## src/rtl/gol_seed_writer_if.sv

```systemverilog
// gol_seed_writer_if: control, grant and memory write-port bundle for the board seed writer
interface gol_seed_writer_if #(
  parameter int N = 8,
  parameter int A = 16
);
  logic         start;
  logic         seed_load;
  logic [15:0]  seed_value;
  logic [1:0]   density;
  logic         grant;
  logic [A-1:0] mem_address;
  logic [N-1:0] write_value;
  logic         write_enable;
  logic         busy;
  logic         done;
  logic [A-1:0] word_count;
  modport master (
    output start, seed_load, seed_value, density, grant,
    input  mem_address, write_value, write_enable, busy, done, word_count
  );
  modport slave (
    input  start, seed_load, seed_value, density, grant,
    output mem_address, write_value, write_enable, busy, done, word_count
  );
endinterface

```

## src/rtl/gol_seed_writer.sv

```systemverilog
// gol_seed_writer: fills the Game-of-Life board memory with LFSR-derived cells at a selectable density
module gol_seed_writer #(
  parameter int          N    = 8,
  parameter int          A    = 16,
  parameter int          O    = 38400,
  parameter logic [15:0] SEED = 16'hACE1
) (
  input logic clk,
  input logic rst,
  gol_seed_writer_if.slave sw
);
  typedef enum logic [1:0] {IDLE, FILL, FINISH} state_t;
  state_t       state_q, state_d;
  logic [15:0]  lfsr_q, lfsr_d;
  logic [A-1:0] addr_q, addr_d;
  logic [A-1:0] count_q, count_d;
  logic [N-1:0] word;
  logic         last;
  // N Galois steps per granted word so every word sees fresh bits
  function automatic logic [15:0] lfsr_step(input logic [15:0] l);
    logic [15:0] r;
    r = l;
    for (int i = 0; i < N; i++) r = r[0] ? ((r >> 1) ^ 16'hB400) : (r >> 1);
    return r;
  endfunction
  assign last = addr_q == A'(O - 1);
  // density shaping: AND of two bytes thins the board, OR thickens it
  always_comb begin
    word = sw.density == 2'b00 ? lfsr_q[N-1:0] :
           sw.density == 2'b01 ? lfsr_q[N-1:0] & lfsr_q[N+7:8] :
           sw.density == 2'b10 ? lfsr_q[N-1:0] | lfsr_q[N+7:8] : '0;
  end
  // next-state logic; writes only advance on granted cycles
  always_comb begin
    state_d = state_q;
    lfsr_d  = lfsr_q;
    addr_d  = addr_q;
    count_d = count_q;
    case (state_q)
      IDLE: begin
        if (sw.seed_load) lfsr_d = sw.seed_value == 16'd0 ? SEED : sw.seed_value;
        else if (sw.start) begin
          addr_d  = '0;
          count_d = '0;
          state_d = FILL;
        end
      end
      FILL: begin
        if (sw.grant) begin
          lfsr_d  = lfsr_step(lfsr_q);
          count_d = count_q + 1'b1;
          if (last) state_d = FINISH;
          else addr_d = addr_q + 1'b1;
        end
      end
      FINISH:  state_d = IDLE;
      default: state_d = IDLE;
    endcase
  end
  // state registers with asynchronous abort
  always_ff @(posedge clk or posedge rst) begin
    if (rst) begin
      state_q <= IDLE;
      lfsr_q  <= SEED;
      addr_q  <= '0;
      count_q <= '0;
    end else begin
      state_q <= state_d;
      lfsr_q  <= lfsr_d;
      addr_q  <= addr_d;
      count_q <= count_d;
    end
  end
  assign sw.mem_address  = addr_q;
  assign sw.write_value  = state_q == FILL ? word : '0;
  assign sw.write_enable = state_q == FILL && sw.grant;
  assign sw.busy         = state_q != IDLE;
  assign sw.done         = state_q == FINISH;
  assign sw.word_count   = count_q;
endmodule

```

## src/flat_wrapper.sv

```systemverilog
// flat-port wrapper written by rule: the top's interface ports become plain ports
module gol_seed_writer_flat 
#(
  parameter int          N    = 8,
  parameter int          A    = 16,
  parameter int          O    = 38400,
  parameter logic [15:0] SEED = 16'hACE1
)
  (clk, rst, sw_start, sw_seed_load, sw_seed_value, sw_density, sw_grant, sw_mem_address, sw_write_value, sw_write_enable, sw_busy, sw_done, sw_word_count);
  gol_seed_writer_if #(.N(N), .A(A)) sw_i ();
  input logic clk;
  input logic rst;
  input wire logic [$bits(sw_i.start)-1:0] sw_start;
  input wire logic [$bits(sw_i.seed_load)-1:0] sw_seed_load;
  input wire logic [$bits(sw_i.seed_value)-1:0] sw_seed_value;
  input wire logic [$bits(sw_i.density)-1:0] sw_density;
  input wire logic [$bits(sw_i.grant)-1:0] sw_grant;
  output wire logic [$bits(sw_i.mem_address)-1:0] sw_mem_address;
  output wire logic [$bits(sw_i.write_value)-1:0] sw_write_value;
  output wire logic [$bits(sw_i.write_enable)-1:0] sw_write_enable;
  output wire logic [$bits(sw_i.busy)-1:0] sw_busy;
  output wire logic [$bits(sw_i.done)-1:0] sw_done;
  output wire logic [$bits(sw_i.word_count)-1:0] sw_word_count;
  assign sw_i.start = sw_start;
  assign sw_i.seed_load = sw_seed_load;
  assign sw_i.seed_value = sw_seed_value;
  assign sw_i.density = sw_density;
  assign sw_i.grant = sw_grant;
  assign sw_mem_address = sw_i.mem_address;
  assign sw_write_value = sw_i.write_value;
  assign sw_write_enable = sw_i.write_enable;
  assign sw_busy = sw_i.busy;
  assign sw_done = sw_i.done;
  assign sw_word_count = sw_i.word_count;
  gol_seed_writer #(.N(N), .A(A), .O(O), .SEED(SEED)) u_core (.clk(clk), .rst(rst), .sw(sw_i));
endmodule
```

## config.mk

```make
export PLATFORM = sky130hd
export DESIGN_NAME = gol_seed_writer_flat
export DESIGN_NICKNAME = d
export VERILOG_FILES = /design/src/rtl/gol_seed_writer_if.sv /design/src/rtl/gol_seed_writer.sv /design/src/flat_wrapper.sv
export SDC_FILE = /design/constraint.sdc
export NUM_CORES = 1
export LEC_CHECK = 0
export ABC_CLOCK_PERIOD_IN_PS = 2000
export CAP_MARGIN = 15
export CORE_UTILIZATION = 46
export CTS_CLUSTER_DIAMETER = 40
export DETAILED_ROUTE_END_ITERATION = 8
export PLACE_DENSITY = 0.76
export RECOVER_POWER = 25
export SYNTH_ARGS = -nofsm -noshare
export SYNTH_HDL_FRONTEND = slang
export SYNTH_SLANG_ARGS = --single-unit
```

## constraint.sdc

```tcl
create_clock -name clk -period 2 [get_ports clk]
set_input_delay 0.3 -clock clk [delete_from_list [all_inputs] [get_ports clk]]
set_output_delay 0.3 -clock clk [all_outputs]
set_load 0.1 [all_outputs]
```

==> out/metrics.yaml, run 1 <==
status: "finished with violations"
violations: "DRC"
clock_tree_from_tritoncts: "built"
postCtsSetupBuffers: 0
clkSinkCount: 50
yosysMostFrequentCell: "dfrtp_1"
routed_via_density: 5.88
finish.net_count: 464
tightestPinTransition_ns: 1.20
postSynth.asyncResetShare_pct: 100
placed_cells: 509
synth_warnings: 0
fillers: 477
max-slew-margin-rel_pct: 20.2
wl_per_cell_um: 16.1
antenna_cells: 0
yosys.cell_types.count: 57
wirelength_um: 8330
detailedRoute.firstIterationViolations: 167
ctsLongestPathBuffers: 2
power_report.internal_total_mw: 2.84
finish.utilization_pct: 69.1
placementRows: 29
slew_violations: 0
reg2reg_from: "u_core.sw.mem_address[11]"
worst-endpoint-arrival_ns: 2.15
routed-via-count: 3042
hold_path_startpoint: "u_core.lfsr_q[7]"
power.density_mw_per_mm2: 1250
grt_start_max_net_pins: 51
netlist_area_mm2: 0.00309
clk_latency_ns: 0.31
regToRegEndpoint: "u_core.sw.mem_address[10]"
switching_share_pct: 48.6
crit_path_cell_trace: "or4b_4 -> or4_4 -> buf_6 -> nand4_1 -> nand3_1"
worstSetupEndpointType: "flip-flop"
power.net_switching_mw: 2.68
antenna_violating_nets_post_route: 0
layout-drive-gt1-share_pct: 36.8
power_leakage_nw: 1.88
hold_violations: 0
ys_seq_area_share_pct: 40.8
syn_avg_cell_area_um2: 8.99
port_buffers: 65
post_synth_inst_count: 344
grt_pass1_vias: 3022
power_frac_seq_pct: 31.4
max_stage_delay_cell_worst_path: "or4b_4"
grt_pass1_wl_um: 14100
clk_skew_ns: 0.00984
place.detailed.hpwl_um: 6020
synth_edf_count: 0
io_pins: 66
die_area_mm2: 0.00706
firstDrtPassIters: 7
place.gp.congestion: 0.870
flow.area_growth_from_synthesis_pct: 43.4
reg2reg_slack_ns: 0.04
ys_seq_elements: 50
gr-total-overflow: 0
synth_area_leader_cell: "dfrtp_1"
crit_path_start_kind: "flip-flop"
max_cap_violations: 0
floorplan.die.height_um: 84.0
worstPathBufferInverterCount: 1
critPathRequiredTime_ns: 2.18
worst_setup_hold_path_clk_slew_ns: 0.10
ys.flop_type: "dfrtp_1"
criticalPathCategory: "reg2reg"
grt_antenna_before_repair: 0
cts-buffers-inserted: 5
p_clk_share_pct: 13.1
pwr-share-comb_pct: 55.5
total_power_mw: 5.52
timing.setup.tns_ns: 0
report.final.setup_viol: 0
chipWidth_um: 84.0
timing.final.crit_period_ns: 1.96
drc_errors: 10
post_layout_nonfiller_instances: 517
min_delay_path_depth: 2
synth_top_cells_by_count: "42 x dfrtp_1, 30 x o21ai_0, 29 x nor2_1"
initial_utilization_pct: 48.2
grt_usage_pct: 24.5
synth_nets: 369
rr_worst_depth: 5
holdCritPathClass: "reg2reg"
hold_path_end: "u_core.lfsr_q[7]"
fmax_mhz: 510
synthDominantCellAreaShare_pct: 34.0
cts_root_buf: "clkbuf_8"
yosys-top-cells-area: "dfrtp_1 34%, dfstp_2 6.8%, xnor2_1 5.9%"
crit_path_max_incr_delay_ns: 0.57
crit_path_max_fanout: 6
timing.critical_path.max_delay_family: "simple AND/OR/NAND/NOR gates"
layout_worst_path_cycle_share_pct: 98.1
post_cts_hold_buffer_count: 0
power.ir.vdd_worst_mv: 0.868
cts.htree.levels: 2
fp.coreArea_mm2: 0.00642
how the worst max path moves through the flow:
stage / start / end / depth (start not counted) / slack (ns)
after detailed placement: sw_start / u_core.sw.mem_address[5] / 5 / -0.29
after global placement: sw_start / u_core.sw.mem_address[7] / 5 / -0.26
after CTS: sw_density[1] / sw_write_value[7] / 5 / 0.002
after floorplan: u_core.sw.mem_address[4] / u_core.sw.mem_address[11] / 7 / -0.13
final: u_core.sw.mem_address[11] / u_core.sw.mem_address[10] / 5 / 0.04
after global routing: u_core.sw.mem_address[11] / u_core.sw.mem_address[10] / 5 / -0.005
layer usage:
layer / vias up / wire length, um / track usage, %
li1: 1464 / - / -
met1: 1463 / 3730 / 32.5
met2: 101 / 4000 / 40.4
met3: 14 / 465 / 4.55
met4: 0 / 132 / 7.68
met5: - / 0 / 0
layout by cell type (no fill, tap or decap), types with 6 or more instances in the layout:
master	netlist	routed
clkdlybuf4s50_1	0	22
buf_4	0	73
nand2_1	25	24
inv_1	16	15
a21oi_1	13	13
dfrtp_4	0	11
dfrtp_1	42	17
a22oi_1	8	7
nor2_1	29	21
a31oi_1	9	9
xnor2_1	21	21
buf_12	0	12
nand4_1	9	9
o31ai_1	6	6
o21ai_0	30	28
nor2_4	0	8
dfstp_2	8	8
nand3_1	16	13
dfrtp_2	0	14
sequential cells by signal, summed over array words and instances (netlist names):
| signal | flops |
|---|---|
| u_core.state_q | 2 |
| u_core.lfsr_q | 16 |
| u_core.sw.word_count | 16 |
| u_core.sw.mem_address | 16 |
logic make-up after synthesis:
family	after synthesis	share of synthesized area, %
compound gates	103	23.3
xor+xnor	26	7.36
fa+ha+maj	2	0.809
buf+inv	38	5.66
flops	50	40.8
mux	4	1.29
simple gates	121	20.8
metrics by stage:
step / hold WS, ns / worst slack (ns) / cell area (um^2)
floorplan: 0.412 / -0.131 / 3310
global placement: 0.506 / -0.256 / 4310
detailed placement: 0.516 / -0.290 / 4310
CTS: 0.369 / 0.00161 / 4420
global route: 0.559 / -0.00533 / 4440
finish: 0.534 / 0.0378 / 4440
power groups by stage:
stage	registers [mW]	logic [mW]	clock network, mW
6_report	1.73	3.07	0.724
5_1_grt	1.77	3.26	0.788
4_1_cts	1.72	3.06	0.736
3_5_place_dp	1.74	3.05	0
3_3_place_gp	1.72	3.00	0
2_1_floorplan	2.26	1.70	0
layout make-up:
class	count	area, um^2	area share (%)
Sequential cell	50	1320	29.8
Timing Repair Buffer	109	1020	23.1
Multi-Input combinational cell	256	1820	41.0
Inverter	17	63.8	1.44
Clock inverter	3	43.8	0.987
Tap cell	77	96.3	2.17
Clock buffer	5	68.8	1.55
worst reg2reg max path, cell delays in order, from the launching register on:
cell and delay [ns]:
dfrtp_4 0.49, or4b_4 0.57, or4_4 0.45, buf_6 0.15, nand4_1 0.10, nand3_1 0.08
what timing repair did:
item                       CTS  global route
gates cloned                 0             0
gates resized for setup      1             8
setup endpoints to repair    8            21
(Power assumes the default switching activity.)
==> run 2: changes to the inputs <==
--- a/config.mk
+++ b/config.mk
@@ -7,11 +7,12 @@
 export LEC_CHECK = 0
 export ABC_CLOCK_PERIOD_IN_PS = 2000
 export CAP_MARGIN = 15
-export CORE_UTILIZATION = 46
+export CORE_UTILIZATION = 45
 export CTS_CLUSTER_DIAMETER = 40
 export DETAILED_ROUTE_END_ITERATION = 8
-export PLACE_DENSITY = 0.76
+export PLACE_DENSITY_LB_ADDON = 0.3
 export RECOVER_POWER = 25
+export REMOVE_ABC_BUFFERS = 1
 export SYNTH_ARGS = -nofsm -noshare
 export SYNTH_HDL_FRONTEND = slang
 export SYNTH_SLANG_ARGS = --single-unit
==> out/metrics.yaml, run 2 (synthesis results as in run 1) <==
criticalPathCategory: "reg2reg"
tightestPinTransition_ns: 1.24  # +0.0391 ns
grt_pass1_wl_um: 14200  # +0.63%
timing.final.crit_period_ns: 1.93  # -0.0355 ns
grt_usage_pct: 24.3  # -0.16 points
critical_path.startpoint: "u_core.sw.mem_address[13]"
place.gp.congestion: 0.858  # -1.3%
wl_per_cell_um: 15.7  # -2.7%
cts_root_buf: "clkbuf_8"
timing.critical_path.max_delay_family: "simple AND/OR/NAND/NOR gates"
report.final.setup_viol: 0  # unchanged
power.ir.vdd_worst_mv: 1.14  # +31%
fp.coreArea_mm2: 0.00649  # +1.1%
grt_pass1_vias: 2936  # -2.8%
clock_tree_from_tritoncts: "built"
crit_path_cell_trace: "buf_4 -> or4bb_1 -> nor4_2 -> buf_4 -> nor2_1 -> a31oi_1"
max-slew-margin-rel_pct: 17.6  # -2.6 points
initial_utilization_pct: 47.6  # -0.54 points
hold_path_startpoint: "u_core.lfsr_q[10]"
violations: "DRC"
holdCritPathClass: "reg2reg"
drc_errors: 6  # -4
routed_via_density: 5.86  # -0.38%
routed-via-count: 3095  # +1.7%
power.density_mw_per_mm2: 1250  # +0.47%
layout_worst_path_cycle_share_pct: 96.3  # -1.8 points
max_cap_violations: 0  # unchanged
wirelength_um: 8280  # -0.59%
firstDrtPassIters: 8  # +1
die_area_mm2: 0.00721  # +2.2%
port_buffers: 65  # unchanged
crit_path_max_fanout: 7  # +1
clkSinkCount: 50  # unchanged
cts-buffers-inserted: 5  # unchanged
finish.net_count: 475  # +2.4%
clk_latency_ns: 0.30  # about the same
max_stage_delay_cell_worst_path: "or4bb_1"
ctsLongestPathBuffers: 2  # unchanged
layout-drive-gt1-share_pct: 30.8  # -6.0 points
power_leakage_nw: 1.92  # +2.3%
reg2reg_from: "u_core.sw.mem_address[13]"
crit_path_start_kind: "flip-flop"
clk_skew_ns: 0.00892  # -0.000918 ns
mostFrequentLayoutCell: "buf_4"
slew_violations: 0  # unchanged
postCtsSetupBuffers: 0  # unchanged
post_dp_cell_area_mm2: 0.00421  # -2.3%
final_cell_mix: "84 x buf_4, 40 x dfrtp_1, 29 x o21ai_0, 25 x nand2_1"
fmax_mhz: 519  # +1.8%
worstPathBufferInverterCount: 2  # +1
final_design_area_no_fill_mm2: 0.00435  # -1.9%
rsz0062_at_grt: "true"
flow.area_growth_from_synthesis_pct: 40.6
io_pins: 66  # unchanged
gr-total-overflow: 0  # unchanged
worst_setup_hold_path_clk_slew_ns: 0.10  # about the same
place.detailed.hpwl_um: 6020  # about the same
crit_path_max_incr_delay_ns: 0.53  # -0.04 ns
cts.htree.levels: 2  # unchanged
worst-endpoint-arrival_ns: 2.15  # about the same
floorplan.die.height_um: 84.9  # +1.1%
detailedRoute.firstIterationViolations: 246  # +47%
worstSetupEndpointType: "flip-flop"
placementRows: 29  # unchanged
grt_start_max_net_pins: 51  # unchanged
grt_antenna_before_repair: 0  # unchanged
chipWidth_um: 84.9  # +1.1%
worst_path_most_repeated_cell: "buf_4"
hold_violations: 0  # unchanged
antenna_violating_nets_post_route: 0  # unchanged
critPathRequiredTime_ns: 2.23  # +0.05 ns
antenna_cells: 0  # unchanged
total_power_mw: 5.44  # -1.5%
status: "finished with violations"
-- run 2: changes by cell type in the layout (fill, tap and decap cells not counted), sizes merged --
cell / change
buf: +11
clkinvlp: +2
clkdlybuf4s50: -1
clkinv: -1
dlygate4sd3: +1
inv: -1
-- run 2: worst paths after layout --
| check | cells past startpoint | endpoint | slack (ns) |
|---|---|---|---|
| worst max register to register | 6 | u_core.sw.mem_address[11] | 0.07 |
| max in group asynchronous | 3 | u_core.sw.mem_address[7] | 0.32 |
| worst min-delay path | 2 | u_core.lfsr_q[10] | 0.53 |
| worst min register to register | 2 | u_core.lfsr_q[10] | 0.53 |
| worst max-delay path | 6 | u_core.sw.mem_address[11] | 0.07 |
| min in group asynchronous | 3 | u_core.sw.word_count[14] | 0.83 |
-- run 2: per-layer routing --
metal	up-vias	wire [um]	track usage, %
met4	0	97	6.32
met1	1494	3680	33.1
met2	102	4080	40.1
li1	1489	-	-
met5	-	0	0
met3	10	431	4.47
-- run 2: worst register-to-register path, cell delays in order, from the launching register on --
cell     delay, ns
dfrtp_1       0.39
buf_4         0.16
or4bb_1       0.53
nor4_2        0.30
buf_4         0.21
nor2_1        0.09
a31oi_1       0.17
-- run 2: power breakdown --
group	internal, mW	switching [mW]	leakage, nW
logic	1.14	1.96	1.23
clock network	0.372	0.343	0.0504
registers	1.32	0.307	0.641
-- run 2: final cells by class --
| cell class | count | area [um^2] |
|---|---|---|
| multi-input combinational | 256 | 1700 |
| clock buffer | 5 | 68.8 |
| fill | 531 | 2140 |
| timing repair buffer | 120 | 1120 |
| tap | 77 | 96.3 |
| inverter | 17 | 63.8 |
| sequential | 50 | 1260 |
| clock inverter | 3 | 45.0 |
-- run 2: per-stage QoR --
stage                     hold WS, ns  util, %  worst slack (ns)  instances  TNS [ns]
after floorplan                 0.412        -            -0.865        323    -22.58
after global routing            0.573     67.0           -0.0477        528    -0.143
after CTS                       0.353     66.7            0.0255        528         0
after detailed placement        0.520     64.8            -0.335        520     -7.20
after global placement          0.505     64.8            -0.286        520     -5.33
final                           0.533     67.0            0.0733        528         0
-- run 2: what timing repair did --
| item | CTS | global route |
|---|---|---|
| hold buffers | 0 | 0 |
| resized for setup | 3 | 14 |
| pin swaps | 0 | 1 |
| endpoints found under the setup margin | 10 | 20 |
==> run 3: changes to the inputs <==
--- a/config.mk
+++ b/config.mk
@@ -10,9 +10,11 @@
 export CORE_UTILIZATION = 45
 export CTS_CLUSTER_DIAMETER = 40
 export DETAILED_ROUTE_END_ITERATION = 8
+export MAX_ROUTING_LAYER = met4
 export PLACE_DENSITY_LB_ADDON = 0.3
 export RECOVER_POWER = 25
 export REMOVE_ABC_BUFFERS = 1
+export SKIP_LAST_GASP = 1
 export SYNTH_ARGS = -nofsm -noshare
 export SYNTH_HDL_FRONTEND = slang
 export SYNTH_SLANG_ARGS = --single-unit
==> out/metrics.yaml, run 3 (synthesis results as in run 1) <==
io_pins: 66  # unchanged
power_report.internal_total_mw: 2.83  # -0.14%
finish.utilization_pct: 66.9  # about the same
layout-drive-gt1-share_pct: 30.4  # -0.44 points
die_area_mm2: 0.00721  # unchanged
grt_usage_pct: 25.0  # +0.71 points
layout_worst_path_cycle_share_pct: 98.1  # +1.8 points
max-slew-margin-rel_pct: 16.3  # -1.4 points
worstSetupEndpointType: "flip-flop"
routed-via-count: 3067  # -0.90%
flow.area_growth_from_synthesis_pct: 40.5  # about the same
antenna_violating_nets_post_route: 0  # unchanged
mostFrequentLayoutCell: "buf_4"
max_cap_violations: 0  # unchanged
timing.setup.tns_ns: 0  # unchanged
total_power_mw: 5.43  # -0.17%
detailedRoute.firstIterationViolations: 203  # -17%
clk_skew_ns: 0.00865  # -0.000267 ns
cts-buffers-inserted: 5  # unchanged
firstDrtPassIters: 7  # -1
placementRows: 29  # unchanged
worst_slack_ns: 0.0375  # -0.0358 ns
crit_path_start_kind: "primary input"
hold_violations: 0  # unchanged
tightestPinTransition_ns: 1.26  # +0.0204 ns
fp.coreArea_mm2: 0.00649  # unchanged
power.ir.vdd_worst_mv: 1.14  # about the same
place.detailed.hpwl_um: 6020  # unchanged
holdCritPathClass: "reg2reg"
floorplan.die.height_um: 84.9  # unchanged
worst-endpoint-arrival_ns: 2.15  # about the same
initial_utilization_pct: 47.6  # unchanged
violations: "DRC"
routed_via_density: 5.81  # -0.90%
worst_setup_hold_path_clk_slew_ns: 0.10  # about the same
timing.final.crit_period_ns: 1.96  # +0.0358 ns
report.final.setup_viol: 0  # unchanged
wl_per_cell_um: 15.5  # -1.1%
grt_antenna_before_repair: 0  # unchanged
dpl_worst_slack_ns: -0.335  # unchanged
power.density_mw_per_mm2: 1250  # about the same
port_buffers: 65  # unchanged
clk_latency_ns: 0.30  # about the same
crit_path_max_fanout: 7  # unchanged
chipWidth_um: 84.9  # unchanged
status: "finished with violations"
cts_root_buf: "clkbuf_8"
power.net_switching_mw: 2.60  # -0.20%
clock_tree_from_tritoncts: "built"
wirelength_um: 8200  # -1.1%
power_frac_seq_pct: 30.0  # about the same
power_leakage_nw: 1.92  # about the same
finish.net_count: 475  # unchanged
ctsLongestPathBuffers: 2  # unchanged
p_clk_share_pct: 13.2  # about the same
grt_pass1_vias: 2922  # -0.48%
hold_slack_ns: 0.533  # +0.0000880 ns
post_cts_hold_buffer_count: 0  # unchanged
reg2reg_slack_ns: 0.09  # +0.02 ns
clkSinkCount: 50  # unchanged
rsz0062_at_grt: "true"
final_cell_mix: "84 x buf_4, 41 x dfrtp_1, 30 x o21ai_0, 25 x nand2_1"
switching_share_pct: 47.8  # about the same
gr-total-overflow: 0  # unchanged
antenna_cells: 0  # unchanged
drc_errors: 6  # unchanged
critPathRequiredTime_ns: 2.19  # -0.04 ns
grt_pass1_wl_um: 14200  # +0.15%
fmax_mhz: 510  # -1.8%
slew_violations: 0  # unchanged
cts.htree.levels: 2  # unchanged
grt_start_max_net_pins: 51  # unchanged
pwr-share-comb_pct: 56.8  # about the same
criticalPathCategory: "in2reg"
place.gp.congestion: 0.872  # +1.6%
==> run 3: cell types whose count changed in the layout (fill, tap and decap cells not counted) <==
| cell | change |
|---|---|
| dfrtp_1 | +1 |
| or2_1 | +1 |
| dfrtp_2 | -1 |
| o21ai_0 | +1 |
| or2_4 | -1 |
| o21ai_1 | -1 |
==> run 3: worst max-delay path, cell delays in order <==
cell             delay [ns]
clkdlybuf4s50_1        0.49
or3b_4                 0.43
a21o_1                 0.21
or2_1                  0.34
a221o_1                0.38
==> run 3: layer usage <==
layer  share of wire [%]  GRT usage, %  up-vias
li1                    -             -     1491
met1                  45          33.4     1478
met2                  49          39.8       90
met3                 4.8          4.18        8
met4                0.83          6.32        0
met5                   0             -        -
==> run 3: timing repair <==
action	4_1_cts	5_1_grt
setup endpoints to repair	10	20
resized for setup	3	11
setup buffers	0	0
pin swaps	0	0
==> run 3: cell type report <==
| cell class | instances | area (um^2) |
|---|---|---|
| clock inverters | 3 | 45.0 |
| well taps | 77 | 96.3 |
| clock buffers | 5 | 68.8 |
| inverters | 17 | 63.8 |
| multi-input cells | 256 | 1690 |
| flip-flops and latches | 50 | 1260 |
| fillers | 529 | 2150 |
| repair buffers | 120 | 1120 |
==> run 3: metrics by stage <==
step / instance area, um^2 / cells
after floorplan: 2980 / 323
after global placement: 4210 / 520
after detailed placement: 4210 / 520
after CTS: 4330 / 528
after global routing: 4350 / 528
final: 4350 / 528
==> run 3: worst paths after layout <==
kind,startpoint,to,cells after the start
max reg2reg,u_core.sw.mem_address[13],u_core.sw.mem_address[5],5
max,sw_start,u_core.sw.mem_address[5],5
min reg2reg,u_core.lfsr_q[10],u_core.lfsr_q[10],2
max in group asynchronous,rst,u_core.state_q[1],3
min,u_core.lfsr_q[10],u_core.lfsr_q[10],2
min in group asynchronous,rst,u_core.sw.word_count[14],3
==> run 3: power by group through the flow <==
| stage | registers [mW] | clock network (mW) | logic (mW) |
|---|---|---|---|
| 2_1_floorplan | 2.25 | 0 | 1.50 |
| 3_3_place_gp | 1.63 | 0 | 3.01 |
| 3_5_place_dp | 1.64 | 0 | 3.06 |
| 4_1_cts | 1.62 | 0.740 | 3.07 |
| 5_1_grt | 1.66 | 0.793 | 3.30 |
| 6_report | 1.63 | 0.716 | 3.09 |
